`src/rtl/riscv_pipe_pkg.sv`:
```
// Shared IF/ID pipeline types: the fetch packet layout and the NOP encoding
// that marks an empty decode slot.
package riscv_pipe_pkg;

    // addi x0, x0, 0 -- rd=0, so the hazard detector never matches it
    localparam logic [31:0] NOP_OPCODE = 32'h00000013;

    typedef struct packed {
        logic        valid;
        logic [31:0] pc;
        logic [31:0] opcode;
    } fetch_pkt_t;

    // Invalid packet carrying NOP; pc is preserved so dec_pc_o stays put
    function automatic fetch_pkt_t empty_pkt(input logic [31:0] pc);
        fetch_pkt_t p;
        p.valid  = 1'b0;
        p.pc     = pc;
        p.opcode = NOP_OPCODE;
        return p;
    endfunction

endpackage

```
`src/rtl/pipe_skid_buf.sv`:
```
// Single-entry skid buffer for the IF/ID boundary. Catches the packet that
// was already accepted when decode stalled, and hands it back on drain.
module pipe_skid_buf
    import riscv_pipe_pkg::*;
(
    input  logic       clk_i,
    input  logic       reset_i,
    input  logic       load_i,
    input  logic       clear_i,
    input  logic       drain_i,
    input  fetch_pkt_t pkt_i,
    output fetch_pkt_t pkt_o,
    output logic       valid_next_o
);

    fetch_pkt_t entry_q;

    // Occupancy after the coming edge; feeds the registered fetch accept
    always_comb begin
        valid_next_o = 1'b0;
        if (reset_i || clear_i)
            valid_next_o = 1'b0;
        else if (load_i)
            valid_next_o = 1'b1;
        else
            valid_next_o = entry_q.valid && !drain_i;
    end

    // Entry register: clear beats load beats drain
    always_ff @(posedge clk_i) begin
        if (reset_i || clear_i) begin
            entry_q <= '0;
        end else if (load_i) begin
            entry_q       <= pkt_i;
            entry_q.valid <= 1'b1;
        end else if (drain_i) begin
            entry_q.valid <= 1'b0;
        end
    end

    assign pkt_o = entry_q;

endmodule

```
`src/rtl/if_id_skid.sv`:
```
// IF/ID pipeline register with one skid entry. Decode holds on a load-use
// stall, the in-flight fetch lands in the skid, and flush discards both.
// Optional feature: define IF_ID_PERF_EN to add the stall_cnt_o counter.
module if_id_skid
    import riscv_pipe_pkg::*;
(
    input  logic        clk_i,
    input  logic        reset_i,
    input  logic        fetch_valid_i,
    input  logic [31:0] fetch_pc_i,
    input  logic [31:0] fetch_opcode_i,
    output logic        fetch_accept_o,
    input  logic        stall_i,
    input  logic        flush_i,
    output logic        dec_valid_o,
    output logic [31:0] dec_pc_o,
    output logic [31:0] dec_opcode_o,
    output logic        exe_valid_o
`ifdef IF_ID_PERF_EN
    ,
    output logic [31:0] stall_cnt_o
`endif
);

    fetch_pkt_t dec_q, dec_d;
    fetch_pkt_t skid_pkt, fetch_pkt;
    logic       accept_q;
    logic       take, hold, skid_load, skid_drain, skid_valid_next;

    assign fetch_pkt.valid  = fetch_valid_i;
    assign fetch_pkt.pc     = fetch_pc_i;
    assign fetch_pkt.opcode = fetch_opcode_i;

    // A stall only freezes decode when there is something live to freeze
    assign take       = fetch_valid_i && accept_q;
    assign hold       = stall_i && dec_q.valid;
    assign skid_load  = !flush_i && hold && take;
    assign skid_drain = !flush_i && !hold && skid_pkt.valid;

    pipe_skid_buf u_skid (
        .clk_i        (clk_i),
        .reset_i      (reset_i),
        .load_i       (skid_load),
        .clear_i      (flush_i),
        .drain_i      (skid_drain),
        .pkt_i        (fetch_pkt),
        .pkt_o        (skid_pkt),
        .valid_next_o (skid_valid_next)
    );

    // Decode slot next-state: flush, hold, drain skid, take fetch, or empty
    always_comb begin
        dec_d = dec_q;
        if (flush_i)
            dec_d = empty_pkt(dec_q.pc);
        else if (hold)
            dec_d = dec_q;
        else if (skid_pkt.valid)
            dec_d = skid_pkt;
        else if (take)
            dec_d = fetch_pkt;
        else
            dec_d = empty_pkt(dec_q.pc);
    end

    // Decode register and registered accept (accept only while skid empty)
    always_ff @(posedge clk_i) begin
        if (reset_i) begin
            dec_q    <= empty_pkt(32'h0);
            accept_q <= 1'b1;
        end else begin
            dec_q    <= dec_d;
            accept_q <= !skid_valid_next;
        end
    end

    assign fetch_accept_o = accept_q;
    assign dec_valid_o    = dec_q.valid;
    assign dec_pc_o       = dec_q.pc;
    assign dec_opcode_o   = dec_q.opcode;
    assign exe_valid_o    = dec_q.valid && !stall_i && !flush_i;

`ifdef IF_ID_PERF_EN
    logic [31:0] stall_cnt_q;

    // Count real stall cycles (live decode, not flushed), saturating
    always_ff @(posedge clk_i) begin
        if (reset_i)
            stall_cnt_q <= 32'h0;
        else if (hold && !flush_i && stall_cnt_q != 32'hFFFF_FFFF)
            stall_cnt_q <= stall_cnt_q + 32'h1;
    end

    assign stall_cnt_o = stall_cnt_q;
`endif

endmodule

```
`config.mk`:
```
export PLATFORM = sky130hd
export DESIGN_NAME = if_id_skid
export DESIGN_NICKNAME = d
export VERILOG_FILES = /design/src/rtl/riscv_pipe_pkg.sv /design/src/rtl/pipe_skid_buf.sv /design/src/rtl/if_id_skid.sv
export SDC_FILE = /design/constraint.sdc
export NUM_CORES = 1
export LEC_CHECK = 0
export BUFFER_PORTS_ARGS = -buffer_cell sky130_fd_sc_hd__buf_2
export CORE_UTILIZATION = 48
export CTS_CLUSTER_DIAMETER = 100
export DETAILED_ROUTE_END_ITERATION = 6
export PLACE_DENSITY = 0.77
export SLEW_MARGIN = 0
export SYNTH_ARGS = -nofsm -noshare
export SYNTH_HDL_FRONTEND = slang
export SYNTH_HIERARCHICAL = 1
export SYNTH_SLANG_ARGS = --single-unit
```
`constraint.sdc`:
```
create_clock -name clk_i -period 1.8 [get_ports clk_i]
set_clock_uncertainty 0.1 [all_clocks]
set_input_delay 0.18 -clock clk_i [delete_from_list [all_inputs] [get_ports clk_i]]
set_output_delay 0.18 -clock clk_i [all_outputs]
set_load 0.01 [all_outputs]
```
==> run_results.csv, run 1 <==
group,metric,value,unit
timing,slew_headroom,0.722,
detailed_routing,wirelength,14800,um
pwr,power,0.00745,W
global_route,grt_pass1_vias,4759,
critical_path,end_kind,"flop",
cts,numCtsBuffers,17,
timing,timing.fmax,603,MHz
cts,cts_tree,"done",
cts,cts-root-buf,"clkbuf_16",
critical_path,critical_path_class,"reg2reg",
detailed_routing,drt_first_iter_violations,265,
cts,clock_path_buffers,2,
worst_hold_path,hold_path.class,"in2reg",
floorplan,boundaryPins,136,
detailed_routing,avgRoutedWirePerCell,17.1,um
global_route,grt_use_total,0.250,
floorplan,initial_core_util,0.502,
final_layout,fillers,823,
synthesis,synth-seq-area-share,0.473,
final_layout,drive_gt1_frac,0.359,
detailed_routing,ant_nets,0,
global_route,grt_max_degree,54,
cts,postCtsSetupRepairBufs,0,
synthesis,syn_nets,593,
timing,setup_viol,0,
synthesis,yosys_warnings,6,
detailed_routing,drc,0,
floorplan,die_area,0.0120,sq mm
floorplan,fp-row-count,38,
detailed_routing,first_pass_iters,5,
detailed_routing,vias_per_cell,5.56,
job,drv_cap,0,
cts,clkTransAtPathRegs,0.06,ns
timing,setup_tns,0,ns
synthesis,avgSynthCellArea,10.6,sq um
pwr,power_leakage,2.91,nW
timing,period_share,0.921,
synthesis,mappedNetlistArea,0.00554,sq mm
cts,cts_htree_levels,4,
floorplan,design.core.area,0.0110,sq mm
final_layout,final_nets,781,
timing,hold_viol,0,
synthesis,ys_types,28,
synthesis,ys_ff_latch,131,
global_route,overflow,0,
global_route,antenna_found_initial,0,
timing,fin_crit,1.66,ns
timing,finalWorstSetupSlack,0.142,ns
placement,port_buffers,135,
cts,clk_latency,0.41,ns
placement,dp_worst_setup_slack,0.101,ns
cts,cts.sink_count,131,
timing,slew_viol_final,0,
final_layout,num_antenna_cells,0,
placement,gp_congestion,0.804,
critical_path,required,2.00,ns
timing,tightest_slew,0.417,ns
run_status,run_status,"finished clean",
critical_path,cp.arrival,1.85,ns
critical_path,startpoint_type,"flop",
pwr,ir_worst_vdd,0.000618,V
floorplan,die_y,109,um
placement,dp_hpwl,8940,um
global_route,grt_pass1_wl,22900,um
synthesis,synthCells,524,
pwr,power_density,988,mW/mm^2
final_layout,final_util,0.683,
final_layout,area_growth,36.1,%
floorplan,die_x,109,um
critical_path,worstPathMaxFanout,26,
timing,rsz0062_at_grt,"no",
detailed_routing,vias,4803,
synth_stat cells, drive strengths merged:
library cell / n / share of area
inv: 2 / 0.0014
dfxtp: 131 / 0.47
nand2b: 2 / 0.0023
o21a: 1 / 0.0014
or2: 1 / 0.0011
nand2: 5 / 0.0034
nor3b: 1 / 0.0014
and2: 2 / 0.0023
a21oi: 35 / 0.032
clkbuf: 19 / 0.013
mux2i: 65 / 0.12
a221oi: 29 / 0.079
nand3: 3 / 0.0027
a22oi: 31 / 0.045
a211oi: 32 / 0.070
buf: 34 / 0.054
nor2: 94 / 0.064
and3b: 1 / 0.0016
a21o: 1 / 0.0014
o221ai: 3 / 0.0047
nand3b: 1 / 0.0014
o21ai: 29 / 0.026
nor3: 2 / 0.0018
per-stage QoR:
stage / area (sq um) / hold WS (ns) / instances
floorplan: 5540 / 0.227 / 524
detailed placement: 6240 / 0.346 / 768
global placement: 6240 / 0.332 / 768
finish: 7540 / 0.111 / 864
CTS: 7510 / 0.101 / 863
global route: 7540 / 0.114 / 864
worst max-delay path, stage by stage, from the launching register on:
cell and delay, ns:
dfxtp_1 0.38, nand2_1 0.13, nor3_4 0.30, buf_8 0.32, mux2i_1 0.24, nor2_1 0.06
power by group:
group	switching (W)	leakage (nW)	internal (W)	total [W]
Combinational	0.000406	1.54	0.000364	0.000771
Sequential	0.0000456	1.06	0.00298	0.00302
Clock	0.00127	0.297	0.00238	0.00365
Total	0.00172	2.91	0.00573	0.00745
area by class of cell:
class | count | area [sq um] | share of cell area
Sequential cell | 131 | 2620 | 0.348
Multi-Input combinational cell | 338 | 2560 | 0.339
Timing Repair Buffer | 222 | 1540 | 0.204
Clock buffer | 19 | 453 | 0.0601
Clock inverter | 12 | 181 | 0.0241
Tap cell | 140 | 175 | 0.0232
Inverter | 2 | 7.51 | 0.000996
cells in the final DEF (no fill, tap or decap), drive strengths merged, types with 3 or more instances in the layout:
cell,instances
o221ai,3
a21oi,35
a22oi,31
nor2,94
bufinv,4
dlygate4sd3,64
nand2,5
dfxtp,131
clkinvlp,4
mux2i,65
nand3,3
buf,157
o21ai,29
clkinv,4
a221oi,29
clkbuf,20
a211oi,32
routing by layer:
metal	vias to the layer above	global-route usage	part of all wire
li1	2291	-	-
met1	2312	0.298	0.43
met2	178	0.435	0.50
met3	22	0.0563	0.055
met4	0	0.0990	0.015
met5	-	0	0
state kept, by name, summed over array words and instances (netlist names):
| register | cells |
|---|---|
| u_skid/pkt_o | 65 |
| dec_opcode_o | 32 |
| dec_pc_o | 32 |
| dec_valid_o | 1 |
| fetch_accept_o | 1 |
path summary, 6_finish.rpt:
kind | start | to | slack (ns) | cells past startpoint
worst max register to register | dec_valid_o$_SDFFE_PP0N_ | u_skid/pkt_o[16]$_SDFFE_PP0P_ | 0.14 | 5
worst min register to register | dec_opcode_o[0]$_SDFFE_PP1N_ | dec_opcode_o[0]$_SDFFE_PP1N_ | 0.39 | 2
worst max-delay path | dec_valid_o$_SDFFE_PP0N_ | u_skid/pkt_o[16]$_SDFFE_PP0P_ | 0.14 | 5
worst min-delay path | reset_i | dec_pc_o[4]$_SDFFE_PP0P_ | 0.11 | 3
kinds of logic after synthesis:
logic type             Yosys count  share of synthesized area
AO/OA/AOI/OAI                  161                      0.259
buffers and inverters           55                     0.0687
flip-flops                     131                      0.473
multiplexers                    65                      0.117
AND/OR/NAND/NOR                112                     0.0815
timing repair:
action,4_1_cts,5_1_grt
hold buffers,64,0
endpoints found under the setup margin,0,33
endpoints found under the hold margin,96,0
gates resized for setup,0,4
Note: power is estimated with default switching activity, not from simulation.
==> inputs of run 2 (changes only) <==
Settings changed: PLACE_DENSITY 0.77 to 0.76.
==> run 2 against run 1 <==
Net effect: sequential power about the same; die area unchanged; flip-flop and latch count unchanged; combinational power up 1%; count of clock-buffer cells in the layout up 6; sequential share of layout area up 0.55 points; wire length up 3.3%; clock power down 15%; non-clock buffer count down 2; power down 7.0%; hold slack worse by 0.080 ns; largest cell class unchanged; highest routed layer unchanged.
==> run_results.csv, run 2 (synthesis results as in run 1) <==
group,metric,value,unit
timing,slew_viol_final,0,
job,drv_cap,0,
final_layout,layout_common_cells,"buf_2 (135), dfxtp_1 (130), nor2_1 (93)",
critical_path,critical_path_class,"reg2reg",
floorplan,boundaryPins,136,
floorplan,design.core.area,0.0110,sq mm
global_route,grt_pass1_vias,4746,
placement,place_area,0.00623,sq mm
detailed_routing,vias_per_cell,5.62,
final_layout,num_antenna_cells,0,
detailed_routing,met1Wirelength,6480,um
timing,tightest_slew,0.505,ns
final_layout,drive_gt1_frac,0.349,
pwr,ir_worst_vdd,0.000599,V
floorplan,initial_core_util,0.502,
placement,dp_hpwl,8980,um
global_route,grt_max_degree,54,
final_layout,layout_commonest_cell,"buf_2",
worst_hold_path,hold_path.class,"in2reg",
detailed_routing,met3_length,1160,um
global_route,overflow,0,
final_layout,post-route-cell-area,0.00742,sq mm
placement,gp_congestion,0.768,
final_layout,area_growth,34.0,%
timing,fin_crit,1.75,ns
final_layout,seq_area,0.00262,sq mm
floorplan,fp-row-count,38,
detailed_routing,ant_nets,0,
detailed_routing,drc,0,
timing,period_share,0.972,
timing,hold-worst-slack,0.0308,ns
cts,cts_tree,"done",
critical_path,required,1.99,ns
detailed_routing,first_pass_iters,5,
final_layout,largest_reg_flops,65,
cts,postCtsSetupRepairBufs,0,
floorplan,die_x,109,um
cts,cts.sink_count,131,
detailed_routing,drt_first_iter_violations,358,
timing,slew_headroom,0.663,
detailed_routing,wl_met2,7390,um
final_layout,final_util,0.673,
timing,setup_tns,0,ns
cts,cts_htree_levels,4,
critical_path,max_stage_delay,0.39,ns
critical_path,end_kind,"flop",
cts,clock_path_buffers,2,
global_route,grt_pass1_wl,23500,um
cts,cts-root-buf,"clkbuf_16",
detailed_routing,avgRoutedWirePerCell,17.7,um
pwr,power_density,934,mW/mm^2
cts,clkTransAtPathRegs,0.05,ns
floorplan,die_y,109,um
detailed_routing,vias,4844,
pwr,power_leakage,2.86,nW
critical_path,startpoint_type,"flop",
placement,port_buffers,135,
critical_path,worstPathMaxFanout,26,
final_layout,fillers,846,
global_route,antenna_found_initial,0,
detailed_routing,wirelength,15300,um
cts,numCtsBuffers,17,
detailed_routing,topRoutingLayerUsed,"met4",
critical_path,crit_chain,"nand2_1 -> nor3_2 -> buf_6 -> mux2i_1 -> nor2_1",
floorplan,die_area,0.0120,sq mm
critical_path,cpMaxStageDelayCell,"dfxtp_1",
final_layout,multi_input_area,0.00255,sq mm
cts,clk_latency,0.42,ns
timing,setup_viol,0,
final_layout,final_nets,779,
critical_path,cp.arrival,1.94,ns
timing,rsz0062_at_grt,"yes",
run_status,run_status,"finished clean",
global_route,grt_use_total,0.256,
timing,hold_viol,0,
timing,timing.fmax,572,MHz
==> run 2: layout make-up <==
| class | count | area share |
|---|---|---|
| Clock buffer | 25 | 0.0641 |
| Tap cell | 140 | 0.0236 |
| Multi-Input combinational cell | 338 | 0.344 |
| Sequential cell | 131 | 0.354 |
| Timing Repair Buffer | 220 | 0.207 |
| Inverter | 2 | 0.00101 |
| Clock inverter | 6 | 0.00742 |
==> run 2: path summary, 6_finish.rpt <==
check | startpoint | cells after the start | slack, ns | end
max | dec_valid_o$_SDFFE_PP0N_ | 5 | 0.05 | u_skid/pkt_o[60]$_SDFFE_PP0P_
min | flush_i | 3 | 0.03 | dec_valid_o$_SDFFE_PP0N_
max reg2reg | dec_valid_o$_SDFFE_PP0N_ | 5 | 0.05 | u_skid/pkt_o[60]$_SDFFE_PP0P_
min reg2reg | dec_opcode_o[0]$_SDFFE_PP1N_ | 2 | 0.36 | dec_opcode_o[0]$_SDFFE_PP1N_
==> run 2: timing repair <==
action | in CTS | in global routing
hold buffers | 64 | 0
hold endpoints to repair | 96 | 0
endpoints found under the setup margin | 0 | 3
gates resized for setup | 0 | 1
==> run 2: worst max-delay path: cells and delay by family (launching register included) <==
kind	cells	cell delay, ns
buffers and inverters	1	0.38
flip-flops	1	0.39
multiplexers	1	0.25
AND/OR/NAND/NOR	3	0.49
==> run 2: power by group <==
part / total, W / switching, W / internal, W
clock: 0.00312 / 0.00117 / 0.00195
combinational: 0.000779 / 0.000412 / 0.000367
sequential: 0.00303 / 0.0000452 / 0.00298
total: 0.00693 / 0.00163 / 0.00530
==> run 2: layer usage <==
layer / up-vias / GRT usage
met5: - / 0
met1: 2312 / 0.309
li1: 2282 / -
met4: 0 / 0.108
met3: 21 / 0.0670
met2: 229 / 0.432
==> run 2: stage by stage <==
stage,power [W],std cells,setup slack (ns)
3_5_place_dp,0.00374,766,0.0872
6_report,0.00693,862,0.0506
2_1_floorplan,0.00349,524,0.0379
3_3_place_gp,0.00372,766,0.156
5_1_grt,0.00719,862,-0.0221
4_1_cts,0.00695,861,0.0734
